`src/rtl/exception_sequencer_pkg.sv`:
```
// Shared definitions for the exception sequencer: FSM state encoding,
// PC-source select codes, cause codes and the overflow bit position.
package exception_sequencer_pkg;

    typedef enum logic [1:0] {
        IDLE    = 2'd0,
        HANDLER = 2'd1,
        RETURN  = 2'd2
    } exc_state_t;

    localparam logic [1:0] PC_SEL_NORMAL  = 2'b00;
    localparam logic [1:0] PC_SEL_HANDLER = 2'b01;
    localparam logic [1:0] PC_SEL_EPC     = 2'b10;

    localparam logic CAUSE_OVF   = 1'b1;
    localparam logic CAUSE_UNDEF = 1'b0;

    localparam int OVF_BIT = 1;

endpackage

```
`src/rtl/exception_sequencer_exc_sat_counter.sv`:
```
// Saturating up-counter: advances by one per enabled cycle and sticks at all-ones.
module exc_sat_counter #(
    parameter int WIDTH = 4
) (
    input  logic             clk,
    input  logic             reset,
    input  logic             inc,
    output logic [WIDTH-1:0] count
);

    localparam logic [WIDTH-1:0] MAX = '1;
    localparam logic [WIDTH-1:0] ONE = {{(WIDTH-1){1'b0}}, 1'b1};

    always_ff @(posedge clk or posedge reset) begin
        if (reset) begin
            count <= '0;
        end else if (inc && (count != MAX)) begin
            count <= count + ONE;
        end
    end

endmodule

```
`src/rtl/exception_sequencer.sv`:
```
// Exception controller for the 5-stage MIPS pipeline: flush/redirect, EPC/Cause capture, ERET return.
// Optional per-type exception statistics counters are enabled with the EXC_STATS_EN macro.
module exception_sequencer
    import exception_sequencer_pkg::*;
#(
    parameter logic [31:0] HANDLER_ADDR = 32'h0000_0080,
    parameter int          FLAG_WIDTH   = 3
) (
    input  logic                  clk,
    input  logic                  reset,
    input  logic [FLAG_WIDTH-1:0] flag_ex,
    input  logic                  undef_id,
    input  logic                  eret_id,
    input  logic [31:0]           pc_ex,
    input  logic [31:0]           pc_id,
    output logic                  if_id_flush,
    output logic                  id_ex_flush,
    output logic                  ex_mem_flush,
    output logic [1:0]            pc_sel,
    output logic [31:0]           pc_target,
    output logic [31:0]           epc,
    output logic [1:0]            cause,
    output logic                  exl,
    output logic [3:0]            masked_cnt
`ifdef EXC_STATS_EN
    ,
    output logic [15:0]           ovf_count,
    output logic [15:0]           undef_count
`endif
);

    exc_state_t state;
    logic       is_ovf;
    logic       any_flag;
    logic       take_exc;
    logic       masked_inc;
    logic       unused_flags;

    assign is_ovf       = flag_ex[OVF_BIT];
    assign any_flag     = is_ovf | undef_id;
    assign unused_flags = ^flag_ex;
    assign masked_inc   = (state != IDLE) & any_flag;

    // Redirect and flushes are combinational so the faulting instruction never commits;
    // reset forces them inactive without waiting for an edge.
    always_comb begin
        if_id_flush  = 1'b0;
        id_ex_flush  = 1'b0;
        ex_mem_flush = 1'b0;
        pc_sel       = PC_SEL_NORMAL;
        pc_target    = 32'h0;
        take_exc     = 1'b0;
        if (!reset) begin
            case (state)
                IDLE: begin
                    // An ERET outside the handler is treated as an undefined instruction.
                    if (is_ovf || undef_id || eret_id) begin
                        take_exc     = 1'b1;
                        if_id_flush  = 1'b1;
                        id_ex_flush  = 1'b1;
                        ex_mem_flush = is_ovf;
                        pc_sel       = PC_SEL_HANDLER;
                        pc_target    = HANDLER_ADDR;
                    end
                end
                HANDLER: begin
                    if (eret_id) begin
                        if_id_flush = 1'b1;
                        pc_sel      = PC_SEL_EPC;
                        pc_target   = epc;
                    end
                end
                default: ;
            endcase
        end
    end

    always_ff @(posedge clk or posedge reset) begin
        if (reset) begin
            state <= IDLE;
            epc   <= 32'h0;
            cause <= 2'b00;
            exl   <= 1'b0;
        end else begin
            case (state)
                IDLE: begin
                    if (take_exc) begin
                        // Overflow is in the older instruction, so it wins over ID-stage flags.
                        epc   <= (is_ovf ? pc_ex : pc_id) - 32'd4;
                        cause <= {1'b1, (is_ovf ? CAUSE_OVF : CAUSE_UNDEF)};
                        exl   <= 1'b1;
                        state <= HANDLER;
                    end
                end
                HANDLER: begin
                    if (eret_id) begin
                        state <= RETURN;
                    end
                end
                RETURN: begin
                    exl      <= 1'b0;
                    cause[1] <= 1'b0;
                    state    <= IDLE;
                end
                default: state <= IDLE;
            endcase
        end
    end

    exc_sat_counter #(.WIDTH(4)) u_masked_cnt (
        .clk   (clk),
        .reset (reset),
        .inc   (masked_inc),
        .count (masked_cnt)
    );

`ifdef EXC_STATS_EN
    exc_sat_counter #(.WIDTH(16)) u_ovf_count (
        .clk   (clk),
        .reset (reset),
        .inc   (take_exc & is_ovf),
        .count (ovf_count)
    );

    exc_sat_counter #(.WIDTH(16)) u_undef_count (
        .clk   (clk),
        .reset (reset),
        .inc   (take_exc & ~is_ovf),
        .count (undef_count)
    );
`endif

endmodule
```
`config.mk`:
```
export PLATFORM = sky130hd
export DESIGN_NAME = exception_sequencer
export DESIGN_NICKNAME = d
export VERILOG_FILES = /design/src/rtl/exception_sequencer_pkg.sv /design/src/rtl/exception_sequencer_exc_sat_counter.sv /design/src/rtl/exception_sequencer.sv
export SDC_FILE = /design/constraint.sdc
export NUM_CORES = 1
export LEC_CHECK = 0
export BUFFER_PORTS_ARGS = -buffer_cell sky130_fd_sc_hd__buf_2
export CAP_MARGIN = 15
export CELL_PAD_IN_SITES_DETAIL_PLACEMENT = 1
export CELL_PAD_IN_SITES_GLOBAL_PLACEMENT = 1
export CORE_MARGIN = 2
export CORE_UTILIZATION = 36
export CTS_BUF_LIST = sky130_fd_sc_hd__clkbuf_2
export DETAILED_ROUTE_END_ITERATION = 8
export PLACE_DENSITY_LB_ADDON = 0.3
export SYNTH_ARGS = -nofsm -noshare
export SYNTH_HDL_FRONTEND = slang
export SYNTH_SLANG_ARGS = --single-unit
```
`constraint.sdc`:
```
create_clock -name clk -period 4 [get_ports clk]
set_input_delay 0.4 -clock clk [delete_from_list [all_inputs] [get_ports clk]]
set_output_delay 0.4 -clock clk [all_outputs]
set_load 0.01 [all_outputs]
```
Word level (Yosys, flattened, before mapping)
Cells that the tools add are included.

Register bits after elaboration: 41. Bits in latches: 0. Memory bits (writable): 0. ROM bits: 0. Input port bits: 71. Output and inout bits: 76. Logic and storage cells: 50. Memories: 0.

$add $sub $neg: 2. $mul: 0. Div/mod/pow operators: 0. Magnitude comparators: 0. Equality and inequality tests: 5. Shift-type cells: 0. Multiplexer cells: 26. Bitwise logic cells: 2. Reductions and logical operators: 9.

Operator list (number): two-way mux 32 bit (3); one-hot mux 32 bit (2 select lines) (1); subtractor 32 x 3 -> 32 bit (second input constant) (1); two-way mux 1 bit (11); two-way mux 2 bit (5); two-way mux 8 bit (1); one-hot mux 2 bit (2 select lines) (2); one-hot mux 1 bit (2 select lines) (3); AND reduction 2 bit (3); adder 4 x 1 -> 4 bit (second input constant) (1); inequality test 2 bit (second input constant) (2); inequality test 4 bit (second input constant) (1); nonzero test 2 bit (2); == test 2 x 1 -> 1 bit (second input constant) (1); == test 2 bit (second input constant) (1); logical NOT 2 bit (1); logical OR 1 bit (2); AND 1 bit (1); logical AND 1 bit (1); bitwise OR 1 bit (1).

Longest topological paths before layout
Gate-level depths: netlist of run 1.

Word-level depth: 7. Mapped depth: 13. Mapped depth without buffers: 6.

Hierarchy
A second synthesis of run 1 with hierarchy kept.

Cells, all modules: 357. Area total of the unflattened synthesis: 3039.2 um^2.

Modules (own cells, without submodules): exception_sequencer (instances 1, cells each 336, area each 2825.2 um^2, sequential area each 925.9 um^2); exc_sat_counter (instances 1, cells each 21, area each 214.0 um^2, sequential area each 100.1 um^2).

Least setup slack after synthesis of run 1
Ideal clock, no wire load.

Kind: input to register. Start: input port flag_ex[1]. End: register epc[26]. Library setup time: 95 ps. Data arrival time: 3332 ps. Required time: 3905 ps. Setup slack: 573 ps. Stages on the path: 13. Path buffers: 7. Cells stage by stage: buf_6 buf_8 clkbuf_1 buf_2 buf_2 buf_2 mux2i_1 ha_1 o21ai_1 or3_1 buf_1 o31a_1 o31ai_1.

Cells in the longest elaborated chain, start to end: 6. Elaborated cells on any way between the ends: 8. Classes of those cells: add/sub (1); mux (4); reduce/logical (3).

Ends and longest elaborated chain: start: declaration (RTL line exception_sequencer.sv:11) `input logic [FLAG_WIDTH-1:0] flag_ex,`; branches (longest 6 deep; another with subtractor 32 x 3 -> 32 bit); end signal: assignment (RTL line exception_sequencer.sv:89) `epc <= (is_ovf ? pc_ex : pc_id) - 32'd4;`; end: declaration (RTL line exception_sequencer.sv:21) `output logic [31:0] epc,`.

Several ways; the timed one is not identified. A chain may end at the register's enable or synchronous reset.

Final worst setup path of run 1
Start: input port flag_ex[1]. End: output port ex_mem_flush.

Cells in the longest elaborated chain, start to end: 5.

Ends and longest elaborated chain: logical OR 1 bit (2 in a row) (RTL line exception_sequencer.sv:57) `if (is_ovf || undef_id || eret_id) begin`; two-way mux 1 bit * (RTL line exception_sequencer.sv:57); two-way mux 1 bit * (RTL line exception_sequencer.sv:54) `case (state)`; two-way mux 1 bit * (RTL line exception_sequencer.sv:53) `if (!reset) begin`; end: declaration (RTL line exception_sequencer.sv:18) `output logic ex_mem_flush,`.

Every way passes the cells marked *; elsewhere a longest branch is shown, timed or not.

==> results.txt, run 1 <==
Full die area - 8990 µm²
Comb pwr share - 0.438
Initial DRC count - 52
# hold bufs at CTS - 0
Sequential Power Share - 0.448
Worst-margin pin slew - 1.05 ns
Clock buffer depth - 2
Sequential fraction of the synthesis area - 0.346
Uppermost layer routed - met4
GP Congestion - 0.832
Fin crit share - 0.727
Power Internal - 923 µW
CTS H-tree lvls - 2
Total Routing Usage GR - 0.200
RSZ-0062 raised after global routing - false
Fin. max-slew vios - 0
WL/cell - 15.6 µm
GR Overflow Total - 0
Max-cap viol count - 0
Synth Warn # - 0
Ant diodes - 0
Fin Clk Skew - 0.0121 ns
Fin. Hold Viols - 0
Core area - 8090 µm²
WS Path Type - in2out
Hold Slack - 0.179 ns
Fin nets - 549
Number of flops mapped to enable cells by yosys - 0
Finished Core Util - 0.468
Cells after Synth - 342
I/O pin cnt - 147
WP data required - 3.60 ns
Clock sinks - 41
Syn avg cell area - 8.68 µm²
CTS resizes - 0
FILL cells - 1,063
CTS clk-pin slew, worst paths - 0.23 ns
Vias in the first global route - 3,018
Clock power frac - 0.115
CTS tree - built
Hpwl dp - 7150 µm
Register area - 1030 µm²
Peak Freq - 0.344 GHz
Ys flop type - dfrtp_1
Net switching fraction of the power - 0.420
Slew headroom - 0.301
Die W - 94.8 µm
Post-Syn Area - 2970 µm²
Fin Setup TNS - 0 ns
Status - finished, final reports clean
Worst skew pair latency - 0.40 ns
Die Y - 94.8 µm
Layout area overhead - 27.6%
Row count - 33
Total CTS buffers - 5
Finished Layout Cells - 582
#FFs+latches synth - 41
R2r worst-path depth - 5
Vias/cell - 5.25
Routed vias - 3,053
DP Worst Slack - 0.813 ns
Initial antenna violation count - 0
Routed length on met3 - 431 µm
Hold WC Path Type - in2async
Met1 wire length - 3940 µm
Worst-path fanout max - 25
1st-pass router iterations - 4
P_leak - 0.00191 µW
IO Port Bufs - 144
Share of cells above drive strength 1 - 0.354
Crit end category - primary output
Maximum vdd drop - 0.000114 V
Final worst slack - 1.09 ns
Wire length after detailed routing - 9060 µm
Drt drc - 0
Post-DRT Antenna Nets - 0
Dpl cells - 574
Setup violations, final - 0
Setup Fix Bufs, Post-CTS - 0
Crit path DAT - 2.51 ns
Synth Net Count - 415
Pin count of the biggest net entering global routing - 47
First-pass GRT wire length - 14,300 µm
CTS root buffer - clkbuf_2
Worst setup SP type - input pin
Pwr Density - 420 nW/µm²
WL met2 - 4550 µm
Multi-input gate area - 1820 µm²
Net Sw Power - 669 µW
Synth async-reset ratio - 1.00
Min Tclk post-route - 2.91 ns
Initial Utilization - 0.367
Synth cell types - 52
area by class of cell:
cell class              instances  area share
clock buffers                   5     0.00660
clock inverters                 3     0.00462
flip-flops and latches         41       0.271
repair buffers                148       0.198
well taps                     105      0.0347
inverters                       4     0.00396
multi-input cells             276       0.481
registers in the layout, summed over array words and instances (netlist names):
name,flops
cause,2
exl,1
u_masked_cnt.count,4
state,2
epc,32
routing by layer:
metal,global-route usage,up-vias
met5,0,-
met4,0.0543,0
met3,0.0215,12
met2,0.350,86
met1,0.261,1443
li1,-,1512
cells in the mapped netlist, types with 5 or more instances:
master    count  share of area
o31ai_1       6          0.015
nand3_1       8          0.013
clkbuf_1     11          0.014
dfrtp_1      41           0.35
nor3_1       18          0.030
a21oi_1       5         0.0084
nor2_1       11          0.014
nand4_1       6          0.013
nand2_1      45          0.057
nor4_1       12          0.025
o21ai_0      21          0.035
xor2_1       11          0.032
and2_1       32          0.067
xnor2_1       6          0.018
mux2i_1      28          0.094
mux2_2        6          0.023
buf_2         5         0.0084
nor3b_1       6          0.015
path summary, 6_finish.rpt:
kind                                       from                    to  slack [ns]
max                                  flag_ex[1]          ex_mem_flush        1.09
min                                       reset   epc[24]$_DFFE_PP0P_        0.18
max reg2reg                state[1]$_DFFE_PP0P_   epc[31]$_DFFE_PP0P_        1.54
min reg2reg                cause[0]$_DFFE_PP0P_  cause[0]$_DFFE_PP0P_        0.51
max in group asynchronous                 reset    epc[8]$_DFFE_PP0P_        3.27
min in group clk                        eret_id  state[0]$_DFFE_PP0P_        0.21
stage by stage:
stage                     total power (µW)  cell area, µm²
after floorplan                       1100            2970
after global placement                1400            3750
after detailed placement              1440            3750
after CTS                             1620            3790
after global routing                  1730            3790
final                                 1590            3790
placed cells by master (no fill, tap or decap), drive strengths merged, types with 5 or more instances in the layout:
cell	Yosys	routed
buf	10	148
nand2	46	46
dfrtp	41	41
and2	32	32
mux2i	28	28
o21ai	22	22
nor3	18	18
nor4	12	12
xor2	11	11
nor2	11	11
nand3	8	8
mux2	6	6
xnor2	6	6
nor3b	6	6
o31ai	6	6
nand4	6	6
a21oi	5	5
clkbuf	11	5
critical path, cell delays in order:
cell and delay (ns):
buf_2 0.45, nor3_1 0.12, or4_2 0.82, clkinv_1 0.33
and2_1 0.22, buf_2 0.16
kinds of logic (layout without fill, tap and decap cells):
kind of cell,count (synthesis),after routing,share of synthesized area
adder cells (fa/ha/maj),2,2,0.00843
buffers and inverters,25,160,0.0413
AO/OA/AOI/OAI,61,61,0.140
flip-flops,41,41,0.346
XOR/XNOR,17,17,0.0501
AND/OR/NAND/NOR,162,162,0.298
multiplexers,34,34,0.117
power groups by stage:
stage | combinational [µW] | clock [µW] | sequential, µW
after CTS | 710 | 191 | 719
after global placement | 685 | 0 | 717
after global routing | 782 | 207 | 740
after floorplan | 322 | 0 | 775
final | 697 | 183 | 713
after detailed placement | 709 | 0 | 730
Note: power is estimated with default switching activity, not from simulation.
==> run 2: changes to the inputs <==
--- a/config.mk
+++ b/config.mk
@@ -10,7 +10,7 @@
 export CELL_PAD_IN_SITES_DETAIL_PLACEMENT = 1
 export CELL_PAD_IN_SITES_GLOBAL_PLACEMENT = 1
 export CORE_MARGIN = 2
-export CORE_UTILIZATION = 36
+export CORE_UTILIZATION = 30
 export CTS_BUF_LIST = sky130_fd_sc_hd__clkbuf_2
 export DETAILED_ROUTE_END_ITERATION = 8
 export PLACE_DENSITY_LB_ADDON = 0.3
==> constraint.sdc (replaced) <==
create_clock -name clk -period 2.6 [get_ports clk]
set_input_delay 0.26 -clock clk [delete_from_list [all_inputs] [get_ports clk]]
set_output_delay 0.26 -clock clk [all_outputs]
set_load 0.01 [all_outputs]
==> run 2 against run 1 <==
Compared with the run above: register-to-register slack got worse by 0.89 ns; combinational power grew 58%; clock skew grew 0.00086 ns; routed wire length up 7.7%; cell area up 4.1%; largest cell class unchanged.
==> results.txt, run 2 (synthesis results as in run 1) <==
Fin Clk Skew - 0.0130 ns (was 0.0121 ns)
CTS clk-pin slew, worst paths - 0.23 ns (about the same)
1st-pass router iterations - 4 (unchanged)
Initial DRC count - 77 (was 52)
Min Tclk post-route - 2.41 ns
Flop2flop setup slack - 0.65 ns (was 1.54 ns)
P_leak - 0.00198 µW (was 0.00191 µW)
WS Path Type - in2out (unchanged)
Routed vias - 3,147 (was 3,053)
Clock power frac - 0.117 (was 0.115)
Worst skew pair latency - 0.41 ns (was 0.40 ns)
Die W - 103 µm (was 94.8 µm)
Hold WC Path Type - in2async (unchanged)
Setup violations, final - 0 (unchanged)
Biggest register - epc (unchanged)
Hpwl dp - 7830 µm (was 7150 µm)
Most common cell after layout, fill and taps aside - buf_2 (unchanged)
Dpl cell area - 3900 µm² (was 3750 µm²)
Drt drc - 0 (unchanged)
RR Startpoint - state[1]$_DFFE_PP0P_ (unchanged)
Dpl cells - 616 (was 574)
Sequential Power Share - 0.441 (was 0.448)
CTS H-tree lvls - 2 (unchanged)
Total Routing Usage GR - 0.181 (was 0.200)
IO Port Bufs - 144 (unchanged)
Power Internal - 1440 µW (was 923 µW)
Pin count of the biggest net entering global routing - 42 (was 47)
Worst-margin pin slew - 0.899 ns (was 1.05 ns)
Vias in the first global route - 3,031 (was 3,018)
CTS tree - built (unchanged)
I/O pin cnt - 147 (unchanged)
Reg2reg end - epc[23]$_DFFE_PP0P_ (was epc[31]$_DFFE_PP0P_)
Full die area - 10,700 µm² (was 8990 µm²)
Clock sinks - 41 (unchanged)
Net Sw Power - 1040 µW (was 669 µW)
Core area - 9680 µm² (was 8090 µm²)
RSZ-0062 raised after global routing - false (unchanged)
Crit path DAT - 2.15 ns (was 2.51 ns)
Crit path from - flag_ex[1] (unchanged)
GR Overflow Total - 0 (unchanged)
Maximum vdd drop - 0.000179 V (was 0.000114 V)
Setup Fix Bufs, Post-CTS - 0 (unchanged)
WP data required - 2.34 ns (was 3.60 ns)
Biggest regs - epc: 32 flops, u_masked_cnt.count: 4 flops (unchanged)
Final instance area - 3950 µm² (was 3790 µm²)
Crit end category - primary output (unchanged)
Slew headroom - 0.400 (was 0.301)
Finished Layout Cells - 624 (was 582)
Comb pwr share - 0.443 (was 0.438)
Wire length after detailed routing - 9760 µm (was 9060 µm)
Worst setup SP type - input pin (unchanged)
Post-DRT Antenna Nets - 0 (unchanged)
Ant diodes - 0 (unchanged)
Pwr Density - 628 nW/µm² (was 420 nW/µm²)
Fin. max-slew vios - 0 (unchanged)
Share of cells above drive strength 1 - 0.377 (was 0.354)
First-pass GRT wire length - 15,100 µm (was 14,300 µm)
Die Y - 103 µm (was 94.8 µm)
Most frequent cells in the layout - 144 x buf_2, 45 x nand2_1, 41 x dfrtp_1 (unchanged)
Max-cap viol count - 0 (unchanged)
Net switching fraction of the power - 0.419 (was 0.420)
Vias/cell - 5.04 (was 5.25)
Row count - 36 (was 33)
GP Congestion - 0.859 (was 0.832)
Status - finished, final reports clean (unchanged)
Initial antenna violation count - 0 (unchanged)
WL/cell - 15.6 µm (about the same)
Fin nets - 563 (was 549)
Worst-path fanout max - 31 (was 25)
Max reg flops - 32 (unchanged)
R2r worst-path depth - 4 (was 5)
Peak Freq - 0.415 GHz
Initial Utilization - 0.307 (was 0.367)
Total CTS buffers - 5 (unchanged)
CP endpoint - if_id_flush (was ex_mem_flush)
Fin crit share - 0.927
Fin. Hold Viols - 0 (unchanged)
CTS root buffer - clkbuf_2 (unchanged)
Clock buffer depth - 2 (unchanged)
Layout area overhead - 32.9% (was 27.6%)
==> run 2: cell types whose count changed in the layout (fill, tap and decap cells not counted) <==
cell        before  now
buf_4            4   17
buf_6            0    1
clkbuf_2         5    6
clkinvlp_4       1    0
ha_1             2    1
ha_2             0    1
o21ai_1          1    0
o21ai_4          0    1
==> run 2: worst max-delay path, stage by stage <==
cell and delay (ns):
buf_2 0.22, buf_6 0.25, buf_4 0.21, nor3_1 0.06, or4_2 0.61, buf_4 0.27, o21ai_0 0.10, buf_2 0.15
==> run 2: worst min-delay path by stage <==
stage,from,endpoint,cells after the start
floorplan,eret_id,state[0]$_DFFE_PP0P_,1
global placement,exl$_DFFE_PP0P_,exl$_DFFE_PP0P_,2
detailed placement,cause[0]$_DFFE_PP0P_,cause[0]$_DFFE_PP0P_,1
CTS,eret_id,state[0]$_DFFE_PP0P_,2
global route,eret_id,state[0]$_DFFE_PP0P_,2
finish,reset,u_masked_cnt.count[3]$_DFFE_PP0P_,2
==> run 2: what timing repair did <==
action / in CTS / in global routing
setup endpoints to repair: 0 / 1
hold buffers: 0 / 0
resized for setup: 0 / 1
==> run 2: final cells by class <==
cell class | count | area [µm²]
flip-flops and latches | 41 | 1030
multi-input cells | 276 | 1840
clock inverters | 2 | 10.0
repair buffers | 162 | 860
inverters | 4 | 15.0
clock buffers | 6 | 30.0
fillers | 1247 | 5740
well taps | 133 | 166
==> run 2: stage by stage <==
stage	power, µW	utilization	TNS [ns]	hold WS, ns	worst slack (ns)
final	2480	0.407	0	0.0348	0.191
after global routing	2710	0.407	0	0.00904	0.0549
after CTS	2520	0.407	0	0.0309	0.117
after detailed placement	2230	0.403	-0.0599	0.477	-0.0461
after global placement	2180	0.403	0	0.458	0.0624
after floorplan	1700	-	0	0.367	0.00777
==> run 2: layer usage <==
layer	track usage	part of all wire
met5	0	0
met4	0.0334	0.0080
met3	0.0302	0.059
met2	0.310	0.48
met1	0.242	0.45
==> run 2: power groups by stage <==
stage | Clock (µW) | Combinational (µW) | Sequential [µW]
floorplan | 0 | 507 | 1190
global placement | 0 | 1080 | 1110
detailed placement | 0 | 1120 | 1120
CTS | 304 | 1120 | 1100
global route | 332 | 1250 | 1130
finish | 290 | 1100 | 1090
==> run 3: changes to the inputs <==
--- a/config.mk
+++ b/config.mk
@@ -7,13 +7,14 @@
 export LEC_CHECK = 0
 export BUFFER_PORTS_ARGS = -buffer_cell sky130_fd_sc_hd__buf_2
 export CAP_MARGIN = 15
-export CELL_PAD_IN_SITES_DETAIL_PLACEMENT = 1
+export CELL_PAD_IN_SITES_DETAIL_PLACEMENT = 0
 export CELL_PAD_IN_SITES_GLOBAL_PLACEMENT = 1
 export CORE_MARGIN = 2
 export CORE_UTILIZATION = 30
 export CTS_BUF_LIST = sky130_fd_sc_hd__clkbuf_2
 export DETAILED_ROUTE_END_ITERATION = 8
 export PLACE_DENSITY_LB_ADDON = 0.3
+export SETUP_SLACK_MARGIN = 0.3
 export SYNTH_ARGS = -nofsm -noshare
 export SYNTH_HDL_FRONTEND = slang
 export SYNTH_SLANG_ARGS = --single-unit
==> run 3 against run 2 <==
Compared with the run above: non-clock buffer count grew 2; count of clock-buffer cells in the layout shrank 1; routed wire length shrank 12%; global-route usage shrank 2.2 points; total power shrank 0.40%; flip-flop and latch count is the same; maximum frequency grew 12%.
==> results.txt, run 3 (synthesis results as in run 1) <==
Routed length on met3 - 433 µm (was 580 µm)
Worst skew pair latency - 0.38 ns (was 0.41 ns)
Vias in the first global route - 2,754 (was 3,031)
Dpl cell area - 3920 µm² (was 3900 µm²)
Most common cell after layout, fill and taps aside - buf_2 (unchanged)
Fin crit share - 0.831 (was 0.927)
Row count - 36 (unchanged)
CTS tree - built (unchanged)
Pwr Density - 620 nW/µm² (was 628 nW/µm²)
Fin. Hold Viols - 0 (unchanged)
Final worst slack - 0.441 ns (was 0.191 ns)
Die Y - 103 µm (unchanged)
First-pass GRT wire length - 13,300 µm (was 15,100 µm)
DP Worst Slack - 0.0931 ns (was -0.0461 ns)
Worst setup SP type - flop (was input pin)
WP data required - 2.34 ns (about the same)
Vias/cell - 4.79 (was 5.04)
Crit path DAT - 1.90 ns (was 2.15 ns)
Hold WC Path Type - in2async (unchanged)
CTS H-tree lvls - 2 (unchanged)
Min Tclk post-route - 2.16 ns (was 2.41 ns)
Uppermost layer routed - met4 (unchanged)
Ant diodes - 0 (unchanged)
Share of cells above drive strength 1 - 0.385 (was 0.377)
Initial Utilization - 0.307 (unchanged)
CTS root buffer - clkbuf_2 (unchanged)
Peak Freq - 0.463 GHz (was 0.415 GHz)
Total power - 2470 µW (was 2480 µW)
Fin. max-slew vios - 0 (unchanged)
Critical Path Max Stage Delay - 0.59 ns (was 0.61 ns)
Most frequent cells in the layout - 144 x buf_2, 45 x nand2_1, 41 x dfrtp_1 (unchanged)
Maximum vdd drop - 0.000190 V (was 0.000179 V)
Layout area overhead - 34.1% (was 32.9%)
Max-cap viol count - 0 (unchanged)
Drt drc - 0 (unchanged)
WS Path Type - reg2out (was in2out)
Full die area - 10,700 µm² (unchanged)
P_leak - 0.00199 µW (was 0.00198 µW)
Post-DRT Antenna Nets - 0 (unchanged)
Max reg flops - 32 (unchanged)
Hpwl dp - 7050 µm (was 7830 µm)
Pin count of the biggest net entering global routing - 42 (unchanged)
Crit end category - primary output (unchanged)
Setup violations, final - 0 (unchanged)
WL/cell - 13.7 µm (was 15.6 µm)
Worst path slowest cell - or4_4 (was or4_2)
Initial DRC count - 92 (was 77)
GR Overflow Total - 0 (unchanged)
Met1 wire length - 3920 µm (was 4430 µm)
CTS clk-pin slew, worst paths - 0.21 ns (was 0.23 ns)
Finished Layout Cells - 626 (was 624)
Worst-path fanout max - 22 (was 31)
Setup Fix Bufs, Post-CTS - 0 (unchanged)
Clock buffer depth - 2 (unchanged)
Final instance area - 3980 µm² (was 3950 µm²)
Worst-path cell chain - or4_4 -> buf_6 -> o21ai_0 -> buf_2 (was buf_2 -> buf_6 -> buf_4 -> nor3_1 -> or4_2 -> buf_4 -> o21ai_0 -> buf_2)
Critical path buffers and inverters - 2 (was 5)
Core area - 9680 µm² (unchanged)
Biggest register - epc (unchanged)
Wire length after detailed routing - 8600 µm (was 9760 µm)
Initial antenna violation count - 0 (unchanged)
1st-pass router iterations - 6 (was 4)
Routed vias - 3,000 (was 3,147)
Total CTS buffers - 5 (unchanged)
Fin nets - 565 (was 563)
RSZ-0062 raised after global routing - false (unchanged)
Worst-margin pin slew - 0.859 ns (was 0.899 ns)
GP Congestion - 0.746 (was 0.859)
Total Routing Usage GR - 0.159 (was 0.181)
Slew headroom - 0.426 (was 0.400)
I/O pin cnt - 147 (unchanged)
Clock sinks - 41 (unchanged)
CP top delay family - simple AND/OR/NAND/NOR gates (was buffers and inverters)
Fin Clk Skew - 0.00717 ns (was 0.0130 ns)
Fin Setup TNS - 0 ns (unchanged)
Die W - 103 µm (unchanged)
Dpl cells - 618 (was 616)
WL met2 - 4170 µm (was 4670 µm)
Biggest regs - epc: 32 flops, u_masked_cnt.count: 4 flops (unchanged)
IO Port Bufs - 144 (unchanged)
Status - finished, final reports clean (unchanged)
run 3: power breakdown:
group,total [µW],switching (µW),internal [µW]
Sequential,1100,207,890
Clock,279,216,62.9
Combinational,1090,597,495
Total,2470,1020,1450
run 3: final timing paths:
path                                            from                   end  slack, ns  depth (start not counted)
worst max-delay path            state[1]$_DFFE_PP0P_           if_id_flush       0.44                          4
worst min-delay path                           reset  state[1]$_DFFE_PP0P_       0.06                          2
worst min register to register  cause[0]$_DFFE_PP0P_  cause[0]$_DFFE_PP0P_       0.50                          1
worst max register to register  state[1]$_DFFE_PP0P_   epc[23]$_DFFE_PP0P_       0.83                          4
min in group clk                             eret_id  state[0]$_DFFE_PP0P_       0.08                          2
max in group asynchronous                      reset    epc[6]$_DFFE_PP0P_       2.00                          2
run 3: routing by layer:
metal / GRT usage / vias to the layer above
met4: 0.0405 / 0
met2: 0.262 / 93
met1: 0.220 / 1352
met3: 0.0222 / 6
met5: 0 / -
li1: - / 1549
run 3: per-stage QoR:
step                      hold WS (ns)  utilization
after floorplan                  0.367            -
final                           0.0603        0.411
after detailed placement         0.462        0.405
after global placement           0.459        0.405
after CTS                       0.0353        0.410
after global routing           0.00798        0.411
run 3: cell type report:
| cell class | count | area, µm² |
|---|---|---|
| fill | 1011 | 5700 |
| clock buffer | 5 | 25.0 |
| timing repair buffer | 164 | 878 |
| clock inverter | 3 | 17.5 |
| multi-input combinational | 276 | 1850 |
| sequential | 41 | 1030 |
| tap | 133 | 166 |
| inverter | 4 | 16.3 |
run 3: what timing repair did:
action / in CTS / in global routing
endpoints found under the setup margin: 3 / 23
gates resized for setup: 3 / 3
endpoints found under the hold margin: 0 / 0
hold buffers: 0 / 0
